`src/rtl/map_ss_seq.sv`:
```
// map_ss_seq: walks every mapper register slot over the save-state bus and
//   copies it to (save) or from (restore) a byte-wide buffer RAM.
// Latency: save (SETUP_CYC+1)/word; restore SETUP_CYC+1 id check, then 7
//   cycles/word, +1 FIN (checksum adds 1 save / 2 restore cycles).
// Backpressure: none; cmd_go while busy is ignored, abort cancels at once.
//
// Ports:
//   clk, map_rst          clock, synchronous active-high reset
//   cmd_go/cmd_dir/abort  start pulse, direction (0 save, 1 restore), cancel
//   busy/done/err         in progress, completion pulse, sticky error
//   ss_act/ss_we/ss_addr/ss_wdat/ss_rdat   save-state register bus
//   buf_addr/buf_re/buf_we/buf_wdat/buf_rdat  buffer RAM (1-cycle read)
//
// Optional build macro SS_SEQ_CHECKSUM_EN: adds a mod-256 checksum word at
// buffer address SS_WORDS, written on save and verified on restore.
module map_ss_seq #(
  parameter int SS_WORDS  = 128,
  parameter int SETUP_CYC = 2,
  parameter int WE_CYC    = 4
) (
  input  logic       clk,
  input  logic       map_rst,
  input  logic       cmd_go,
  input  logic       cmd_dir,
  input  logic       abort,
  output logic       busy,
  output logic       done,
  output logic       err,
  output logic       ss_act,
  output logic       ss_we,
  output logic [7:0] ss_addr,
  output logic [7:0] ss_wdat,
  input  logic [7:0] ss_rdat,
  output logic [7:0] buf_addr,
  output logic       buf_re,
  output logic       buf_we,
  output logic [7:0] buf_wdat,
  input  logic [7:0] buf_rdat
);

  localparam logic [7:0] LAST    = 8'(SS_WORDS - 1);  // map_idx slot
  localparam logic [7:0] LAST_WR = 8'(SS_WORDS - 2);  // last writable slot

  typedef enum logic [3:0] {
    IDLE, ID_RD, ID_CMP, S_SET, S_CAP, R_RD, R_WAIT, R_WR, R_GAP,
`ifdef SS_SEQ_CHECKSUM_EN
    CK,
`endif
    FIN
  } state_t;

  state_t     state, state_n;
  logic [7:0] i;        // register slot index
  logic [7:0] cyc;      // cycles spent in the current state
  logic       err_q;
  logic [7:0] wdat_q;   // restore byte, held stable for the whole write
  logic       start, i_inc, err_set;
`ifdef SS_SEQ_CHECKSUM_EN
  logic       dir_q;    // only CK needs the direction; other states imply it
  logic [7:0] sum;
`endif

  assign err = err_q;

  always_comb begin
    state_n  = state;
    busy     = (state != IDLE) && (state != FIN);
    ss_act   = (state != IDLE) && (state != FIN);
    done     = 1'b0;
    ss_we    = 1'b0;
    ss_addr  = 8'h00;
    ss_wdat  = 8'h00;
    buf_addr = 8'h00;
    buf_re   = 1'b0;
    buf_we   = 1'b0;
    buf_wdat = 8'h00;
    start    = 1'b0;
    i_inc    = 1'b0;
    err_set  = 1'b0;
    case (state)
      IDLE: begin
        if (cmd_go && !abort) begin
          start   = 1'b1;
          state_n = cmd_dir ? ID_RD : S_SET;
        end
      end
      ID_RD: begin
        // Read the saved id while the mapper read-mux settles on its own id.
        ss_addr  = LAST;
        buf_addr = LAST;
        buf_re   = 1'b1;
        if (cyc == 8'(SETUP_CYC - 1)) state_n = ID_CMP;
      end
      ID_CMP: begin
        ss_addr = LAST;
        if (buf_rdat != ss_rdat) begin
          err_set = 1'b1;
          state_n = FIN;
        end else begin
          state_n = R_RD;
        end
      end
      S_SET: begin
        ss_addr = i;
        if (cyc == 8'(SETUP_CYC - 1)) state_n = S_CAP;
      end
      S_CAP: begin
        ss_addr  = i;
        buf_we   = 1'b1;
        buf_addr = i;
        buf_wdat = ss_rdat;
        if (i == LAST) begin
`ifdef SS_SEQ_CHECKSUM_EN
          state_n = CK;
`else
          state_n = FIN;
`endif
        end else begin
          i_inc   = 1'b1;
          state_n = S_SET;
        end
      end
      R_RD: begin
        ss_addr  = i;
        buf_addr = i;
        buf_re   = 1'b1;
        state_n  = R_WAIT;
      end
      R_WAIT: begin
        ss_addr = i;
        state_n = R_WR;
      end
      R_WR: begin
        ss_addr = i;
        ss_wdat = wdat_q;
        ss_we   = 1'b1;
        if (cyc == 8'(WE_CYC - 1)) state_n = R_GAP;
      end
      R_GAP: begin
        // Strobe low with address/data unchanged so the write closes cleanly.
        ss_addr = i;
        ss_wdat = wdat_q;
        if (i == LAST_WR) begin
`ifdef SS_SEQ_CHECKSUM_EN
          state_n = CK;
`else
          state_n = FIN;
`endif
        end else begin
          i_inc   = 1'b1;
          state_n = R_RD;
        end
      end
`ifdef SS_SEQ_CHECKSUM_EN
      CK: begin
        buf_addr = 8'(SS_WORDS);
        if (!dir_q) begin
          buf_we   = 1'b1;
          buf_wdat = sum;
          state_n  = FIN;
        end else if (cyc == 8'h00) begin
          buf_re = 1'b1;
        end else begin
          if (buf_rdat != sum) err_set = 1'b1;
          state_n = FIN;
        end
      end
`endif
      FIN: begin
        done    = 1'b1;
        state_n = IDLE;
      end
      default: state_n = IDLE;
    endcase
    // Abort wins over whatever the walk wanted to do this cycle.
    if (abort && (state != IDLE) && (state != FIN)) begin
      state_n = IDLE;
      err_set = 1'b1;
    end
  end

  always_ff @(posedge clk) begin
    if (map_rst) begin
      state  <= IDLE;
      i      <= 8'h00;
      cyc    <= 8'h00;
      err_q  <= 1'b0;
      wdat_q <= 8'h00;
`ifdef SS_SEQ_CHECKSUM_EN
      dir_q  <= 1'b0;
      sum    <= 8'h00;
`endif
    end else begin
      state <= state_n;
      if (state_n != state) cyc <= 8'h00;
      else if (state != IDLE) cyc <= cyc + 8'h01;
      if (start) begin
        i     <= 8'h00;
        err_q <= 1'b0;
      end else if (i_inc) begin
        i <= i + 8'h01;
      end
      if (err_set) err_q <= 1'b1;
      if (state == R_WAIT) wdat_q <= buf_rdat;
`ifdef SS_SEQ_CHECKSUM_EN
      if (start) begin
        dir_q <= cmd_dir;
        sum   <= 8'h00;
      end else begin
        case (state)
          S_CAP:   sum <= sum + ss_rdat;
          ID_CMP:  sum <= buf_rdat;          // restore sum starts from the id
          R_WAIT:  sum <= sum + buf_rdat;
          default: sum <= sum;
        endcase
      end
`endif
    end
  end

endmodule

```
`config.mk`:
```
export PLATFORM = sky130hd
export DESIGN_NAME = map_ss_seq
export DESIGN_NICKNAME = d
export VERILOG_FILES = /design/src/rtl/map_ss_seq.sv
export SDC_FILE = /design/constraint.sdc
export NUM_CORES = 1
export LEC_CHECK = 0
export BUFFER_PORTS_ARGS = -buffer_cell sky130_fd_sc_hd__buf_2
export CAP_MARGIN = 20
export CORE_MARGIN = 2
export CORE_UTILIZATION = 45
export CTS_CLUSTER_DIAMETER = 40
export DETAILED_ROUTE_END_ITERATION = 7
export GPL_ROUTABILITY_DRIVEN = 0
export PLACE_DENSITY = 0.71
export SYNTH_ARGS = -nofsm -noshare
export SYNTH_HDL_FRONTEND = slang
export SYNTH_SLANG_ARGS = --single-unit
```
`constraint.sdc`:
```
create_clock -name clk -period 2.38 [get_ports clk]
set_clock_uncertainty 0.05 [all_clocks]
set_input_delay 0.476 -clock clk [delete_from_list [all_inputs] [get_ports clk]]
set_output_delay 0.476 -clock clk [all_outputs]
set_load 0.02 [all_outputs]
```
==> impl_results.md, run 1 <==
- Worst Path Max Fanout: 9
- Ordered list of cells on the worst path: buf_4, nor4b_4, or2_0, buf_4, and2_1, buf_2
- # hold bufs at CTS: 0
- Core region area: 0.00438 mm²
- Post-Synthesis Cell Area: 0.00205 mm²
- Number of register bits inferred by synthesis: 29
- Buffers inserted by post-CTS timing repair: 0
- Met2 Use GR: 37.0%
- Ratio of cells with drive above 1 in the final layout: 31.8%
- Min-Delay Path Depth: 3
- Post-detail-place hpwl: 4110 µm
- Routed vias: 2143
- Met1 routing resource usage after global routing: 28.6%
- Sequential cell area fraction in the yosys report: 28.3%
- Number of cells on the worst reg-to-reg path: 7
- Cell occurring most often along the worst timing path: sky130_fd_sc_hd__buf_4
- Antenna diode count: 0
- Sink of the worst hold path: wdat_q[1]
- Number of violations of the max-capacitance limit: 0
- Final instance area: 0.00261 mm²
- Area of the die: 0.00512 mm²
- Post-synthesis instance total: 271
- Netlist cell types: 51
- Primary flip-flop cell chosen by synthesis mapping: sky130_fd_sc_hd__dfxtp_1
- Worst hold slack: 393 ps
- Total number of clock tree sinks: 29
- GR Layer Usage met3: 4.64%
- Crit path required time: 1850 ps
- Start point of the worst min-delay path: buf_rdat[1]
- Number of placement rows: 24
- Main combinational cell family by area after synthesis: simple AND/OR/NAND/NOR gates
- Switching share of power: 36.1%
- Number of detailed-route iterations in the first pass: 4
- Pins over their slew limit: 0
- Count of final setup violators: 0
- Share of the clock period used by the worst path after layout: 94.7%
- Number of top-level pins: 60
- Utilization after layout: 59.4%
- Total net switching power: 0.545 mW
- Slew Limit Headroom: 69.3%
- Max Clock Freq: 444 MHz
- Number of buffers added by the clock tree synthesis step: 5
- RSZ-0062 raised after global routing: false
- Syn Nets: 296
- Crit-path max cell delay: 380 ps
- Cell family with most CP delay: simple AND/OR/NAND/NOR gates
- Critical path data arrival time: 1730 ps
- Least-Margin Pin Slew: 455 ps
- Layout Area Growth over Synthesis: 26.8%
- Share of async-settable or async-resettable flops after synthesis: 0%
- Worst setup EP type: output pin
- Synth Area in Simple Gates: 34.5%
- Violation count after the first detailed-route iteration: 92
- Die W: 71.6 µm
- Final Hold Viols: 0
- Floorplan die height: 71.6 µm
- Worst min-delay path class: input pin to flip-flop
- Total Power: 1.51 mW
- Setup WS pre-CTS: 126 ps
- XOR/XNOR Fraction of Synth Area: 11.0%
- Total routing resource utilization after global routing: 21.9%
- Count of placed standard cells including taps: 384
- Count of buffering cells on the critical path with inverters included: 3
- Multiplexer share of the synthesized area: 0%
- Global routing's busiest layer: met2
- H-tree levels: 2
- Clock tree from TritonCTS: done
- Status: completed
- Largest net degree at the start of global routing: 15
- Wire length of the first global-routing pass: 9140 µm
- Reg2Reg Launch Point: cyc[1]
- Vias per inst: 5.47
- Type of origin of the critical path: flip-flop
- R2r endpoint: cyc[2]
- Share of power burned in registers: 34.9%
- Start-to-end type of the worst setup path: flip-flop to output pin
- Clk buf depth: 2
- Initial antenna violation count: 0
- Total cell area at the placement stage: 0.00249 mm²
- Internal power consumption: 0.966 mW
- Final worst slack: 126 ps
- Final WL: 5530 µm
- Relative contribution of the clock network to total power: 30.0%
- Filler instances: 416
- Post-layout instance count excluding filler cells: 392
- CTS resizes: 3
- Comb power frac: 35.0%
- Clock transition at the registers of the reported paths: 60 ps
- Total grt overflow: 0
- Per-instance average area after synthesis: 7.58 µm²
- Setup_tns: 0 ps
- EDFF count, synth: 0
- Count of antenna-violating nets left after detailed routing: 0
- Avg WL per Cell: 14.1 µm
- Final-stage net count: 364
- Count of input and output buffers: 59
- Power per Cell Area: 580 mW/mm²
- Clock latency at the later pin of the worst-skew pair: 280 ps
- Synthesized-area fraction occupied by ao, oa, aoi and oai cells: 19.6%
- Clock period minus final worst setup slack: 2250 ps
- Starting utilization of the core area: 46.9%
- Vias in the first global route: 1963
- Minimum setup slack among reg-to-reg paths: 130 ps
- Count of yosys warnings during synthesis: 0
- Remaining DRCs: 0
- Post-synthesis share of cell area spent on full adders, half adders and majority gates: 2.44%
- CP max-delay cell: sky130_fd_sc_hd__dfxtp_2
- Clk Tree Root Cell: sky130_fd_sc_hd__clkbuf_8
- Leak pwr: 1.16 nW
- Largest vdd supply drop: 0.000473 V
==> sequential cells by signal (all words and copies together), names as in the netlist <==
| signal | flops |
|---|---|
| wdat_q | 8 |
| state | 4 |
| i | 8 |
| err | 1 |
| cyc | 8 |
==> area by class of cell <==
class	instances	area [µm²]	area share, %
Tap cell	52	65.1	2.50
Inverter	5	18.8	0.720
Timing Repair Buffer	77	430	16.5
Clock buffer	7	96.3	3.70
Multi-Input combinational cell	221	1400	53.9
Clock inverter	1	5.00	0.192
Sequential cell	29	586	22.5
==> worst max path at each step <==
stage,start,end,cells after the start
after floorplan,cyc[0],cyc[0],6
after global placement,buf_rdat[2],cyc[1],8
after detailed placement,cyc[1],cyc[2],7
after CTS,state[1],ss_wdat[5],6
after global routing,state[0],ss_wdat[2],6
final,state[0],ss_wdat[5],6
==> power by group through the flow <==
stage / sequential, mW / combinational, mW / clock (mW)
floorplan: 0.531 / 0.358 / 0
CTS: 0.527 / 0.528 / 0.461
global route: 0.530 / 0.576 / 0.484
detailed placement: 0.536 / 0.523 / 0
global placement: 0.536 / 0.519 / 0
finish: 0.528 / 0.529 / 0.454
==> tightest hold or removal path, delay by kind of cell <==
family | cells | cell delay, ps
buffers and inverters | 1 | 110
AND/OR/NAND/NOR | 1 | 50
AO/OA/AOI/OAI | 1 | 50
==> layer usage <==
metal  wire [µm]  share of wire, %
met1        2520                46
met2        2710                49
met3         257               4.7
met4          44              0.80
met5           0                 0
==> cells in the final DEF, fill, tap and decap left out, drive strengths merged, types with 2 or more instances in the layout <==
master | Yosys | routed
xnor2 | 7 | 7
nor4 | 4 | 4
nor3b | 3 | 3
nand2 | 40 | 40
nand3 | 5 | 5
nand2b | 3 | 3
nor2 | 20 | 20
clkbuf | 11 | 7
o21ai | 12 | 12
inv | 5 | 5
and2 | 10 | 10
xor2 | 18 | 18
or2 | 5 | 5
nor2b | 5 | 5
buf | 5 | 77
and3b | 2 | 2
nand4 | 10 | 10
and3 | 11 | 11
a211oi | 4 | 4
a21oi | 29 | 29
nor3 | 8 | 8
ha | 4 | 4
dfxtp | 29 | 29
o311ai | 3 | 3
==> logic make-up (layout without fill, tap and decap cells) <==
kind of cell | count (synthesis) | after routing
and+or+nand+nor | 132 | 132
adders and majority gates | 4 | 4
xor gates and xnor gates | 25 | 25
DFF | 29 | 29
buffers and inverters | 21 | 90
AOI/OAI and AO/OA | 60 | 60
==> cells in the mapped netlist (5+ instances only) <==
| master | instances | share of area (%) |
|---|---|---|
| sky130_fd_sc_hd__a21oi_1 | 27 | 6.6 |
| sky130_fd_sc_hd__and2_1 | 10 | 3.0 |
| sky130_fd_sc_hd__and3_1 | 10 | 3.0 |
| sky130_fd_sc_hd__clkbuf_1 | 11 | 2.0 |
| sky130_fd_sc_hd__dfxtp_1 | 29 | 28 |
| sky130_fd_sc_hd__inv_1 | 5 | 0.91 |
| sky130_fd_sc_hd__nand2_1 | 40 | 7.3 |
| sky130_fd_sc_hd__nand3_1 | 5 | 1.2 |
| sky130_fd_sc_hd__nand4_1 | 9 | 2.7 |
| sky130_fd_sc_hd__nor2_1 | 20 | 3.7 |
| sky130_fd_sc_hd__nor2b_1 | 5 | 1.5 |
| sky130_fd_sc_hd__nor3_1 | 8 | 1.9 |
| sky130_fd_sc_hd__o21ai_0 | 12 | 2.9 |
| sky130_fd_sc_hd__xnor2_1 | 6 | 2.6 |
| sky130_fd_sc_hd__xor2_1 | 18 | 7.7 |
Note: power is estimated with default switching activity, not from simulation.
==> run 2, diff against run 1 <==
--- a/config.mk
+++ b/config.mk
@@ -13,6 +13,7 @@
 export DETAILED_ROUTE_END_ITERATION = 7
 export GPL_ROUTABILITY_DRIVEN = 0
 export PLACE_DENSITY = 0.71
+export SETUP_SLACK_MARGIN = 0.2
 export SYNTH_ARGS = -nofsm -noshare
 export SYNTH_HDL_FRONTEND = slang
 export SYNTH_SLANG_ARGS = --single-unit
==> run 2 against run 1 <==
Compared with the run above: sequential share of layout area is 1.3 points lower; register-to-register slack better by 120 ps; die area stayed put; critical path depth stayed put; clock power is 0.9% higher; largest power group unchanged; combinational power is 14% higher; via count is 2.8% higher; sequential power is 0.8% lower; design area is 8.6% higher; worst setup slack better by 110 ps; non-clock buffer count is 4 higher; maximum frequency is 5.2% higher.
==> impl_results.md, run 2 (synthesis results as in run 1) <==
- Vias in the first global route: 2026 (+3.2%)
- Violation count after the first detailed-route iteration: 99 (+7.6%)
- Vias per inst: 5.57 (+1.8%)
- Power per Cell Area: 561 mW/mm² (-3.3%)
- Min-Delay Path Depth: 3 (unchanged)
- Routed vias: 2204 (+2.8%)
- Clk buf depth: 2 (unchanged)
- Count of antenna-violating nets left after detailed routing: 0 (unchanged)
- Remaining DRCs: 0 (unchanged)
- Clock tree from TritonCTS: done
- Count of placed standard cells including taps: 384 (unchanged)
- Final Hold Viols: 0 (unchanged)
- Clock period minus final worst setup slack: 2140 ps (-111 ps)
- Total routing resource utilization after global routing: 22.8% (+0.85 points)
- Reg2Reg Launch Point: cyc[1]
- Worst hold slack: 396 ps (+3.36 ps)
- Final-stage net count: 368 (+1.1%)
- Die W: 71.6 µm (unchanged)
- Count of final setup violators: 0 (unchanged)
- Avg WL per Cell: 14.8 µm (+5.2%)
- Setup_tns: 0 ps (unchanged)
- Number of top-level pins: 60 (unchanged)
- Leading cell type in the layout, fill and taps excluded: sky130_fd_sc_hd__buf_2
- Total Power: 1.59 mW (+5.0%)
- Critical path data arrival time: 1620 ps (-110 ps)
- Antenna diode count: 0 (unchanged)
- Number of placement rows: 24 (unchanged)
- Minimum setup slack among reg-to-reg paths: 250 ps (+120 ps)
- Total grt overflow: 0 (unchanged)
- Max Clock Freq: 467 MHz (+5.2%)
- RSZ-0062 raised after global routing: true
- Total cell area at the placement stage: 0.00249 mm² (unchanged)
- R2r endpoint: cyc[3]
- Area of the die: 0.00512 mm² (unchanged)
- Status: completed
- Filler instances: 388 (-6.7%)
- Slew Limit Headroom: 70.9% (+1.6 points)
- Most frequent cells in the layout: 47 x sky130_fd_sc_hd__buf_2, 40 x sky130_fd_sc_hd__nand2_1, 27 x sky130_fd_sc_hd__a21oi_1
- Start-to-end type of the worst setup path: flip-flop to output pin
- Clk Tree Root Cell: sky130_fd_sc_hd__clkbuf_8
- Initial antenna violation count: 0 (unchanged)
- Least-Margin Pin Slew: 436 ps (-18.9 ps)
- Number of buffers added by the clock tree synthesis step: 5 (unchanged)
- Final WL: 5870 µm (+6.3%)
- Pins over their slew limit: 0 (unchanged)
- Starting utilization of the core area: 46.9% (unchanged)
- Post-detail-place hpwl: 4110 µm (unchanged)
- Share of the clock period used by the worst path after layout: 90.0% (-4.7 points)
- Wire length of the first global-routing pass: 9450 µm (+3.5%)
- Core region area: 0.00438 mm² (unchanged)
- Crit path required time: 1850 ps (about the same)
- Worst Path Max Fanout: 8 (-1)
- Post-layout instance count excluding filler cells: 396 (+1.0%)
- Clock latency at the later pin of the worst-skew pair: 280 ps (about the same)
- H-tree levels: 2 (unchanged)
- Largest net degree at the start of global routing: 15 (unchanged)
- Start point of the worst min-delay path: buf_rdat[1]
- # hold bufs at CTS: 0 (unchanged)
- Sink of the worst hold path: wdat_q[1]
- Worst min-delay path class: input pin to flip-flop
- Number of detailed-route iterations in the first pass: 5 (+1)
- Type of origin of the critical path: flip-flop
- Final instance area: 0.00283 mm² (+8.6%)
- Clock transition at the registers of the reported paths: 60 ps (about the same)
- Number of violations of the max-capacitance limit: 0 (unchanged)
- Number of cells on the worst reg-to-reg path: 7 (unchanged)
- Layout Area Growth over Synthesis: 37.8%
- Ratio of cells with drive above 1 in the final layout: 39.0% (+7.2 points)
- Total number of clock tree sinks: 29 (unchanged)
- Largest vdd supply drop: 0.000660 V (+40%)
- Worst setup EP type: output pin
- Count of input and output buffers: 59 (unchanged)
- Largest regs: cyc x8, i x8, wdat_q x8
- Floorplan die height: 71.6 µm (unchanged)
- Leak pwr: 1.22 nW (+5.0%)
run 2: cell type report:
| class | count | area (µm²) | share of cell area (%) |
|---|---|---|---|
| multi-input cells | 221 | 1510 | 53.2 |
| clock inverters | 1 | 5.00 | 0.177 |
| well taps | 52 | 65.1 | 2.30 |
| repair buffers | 81 | 539 | 19.1 |
| flip-flops and latches | 29 | 601 | 21.2 |
| inverters | 5 | 18.8 | 0.663 |
| clock buffers | 7 | 96.3 | 3.40 |
run 2: stage by stage:
| step | setup WS (ps) | util [%] |
|---|---|---|
| after global placement | 186 | 56.7 |
| after floorplan | 231 | - |
| after global routing | 175 | 64.6 |
| final | 237 | 64.6 |
| after CTS | 196 | 61.7 |
| after detailed placement | 126 | 56.7 |
run 2: how the worst max path moves through the flow:
stage,depth (start not counted),end,start,slack [ps]
floorplan,6,cyc[0],cyc[0],230
global placement,8,cyc[1],buf_rdat[2],190
CTS,6,ss_wdat[5],state[1],200
detailed placement,7,cyc[2],cyc[1],130
global route,6,ss_wdat[5],state[3],170
finish,6,ss_wdat[7],state[0],240
run 2: metal layers:
metal / up-vias / GRT usage, % / routed length, µm
li1: 1101 / - / -
met1: 1027 / 29.6 / 2600
met2: 65 / 38.2 / 2930
met3: 11 / 5.20 / 265
met4: 0 / 5.87 / 70
met5: - / 0 / 0
run 2: power by group:
part | internal (mW) | switching, mW | total, mW
clock network | 0.261 | 0.197 | 0.458
registers | 0.504 | 0.0202 | 0.524
logic | 0.239 | 0.365 | 0.604
run 2: repair_timing:
action | in CTS | in global routing
endpoints found under the setup margin | 26 | 25
setup buffers | 3 | 1
gates resized for setup | 30 | 41
pin swaps | 2 | 19
run 2: critical path, cell delays in order (launching register included):
cell and delay (ps):
sky130_fd_sc_hd__dfxtp_4 360, sky130_fd_sc_hd__buf_6 130, sky130_fd_sc_hd__nor4b_4 300, sky130_fd_sc_hd__or2_1 150, sky130_fd_sc_hd__buf_6 130, sky130_fd_sc_hd__and2_4 140, sky130_fd_sc_hd__buf_6 110
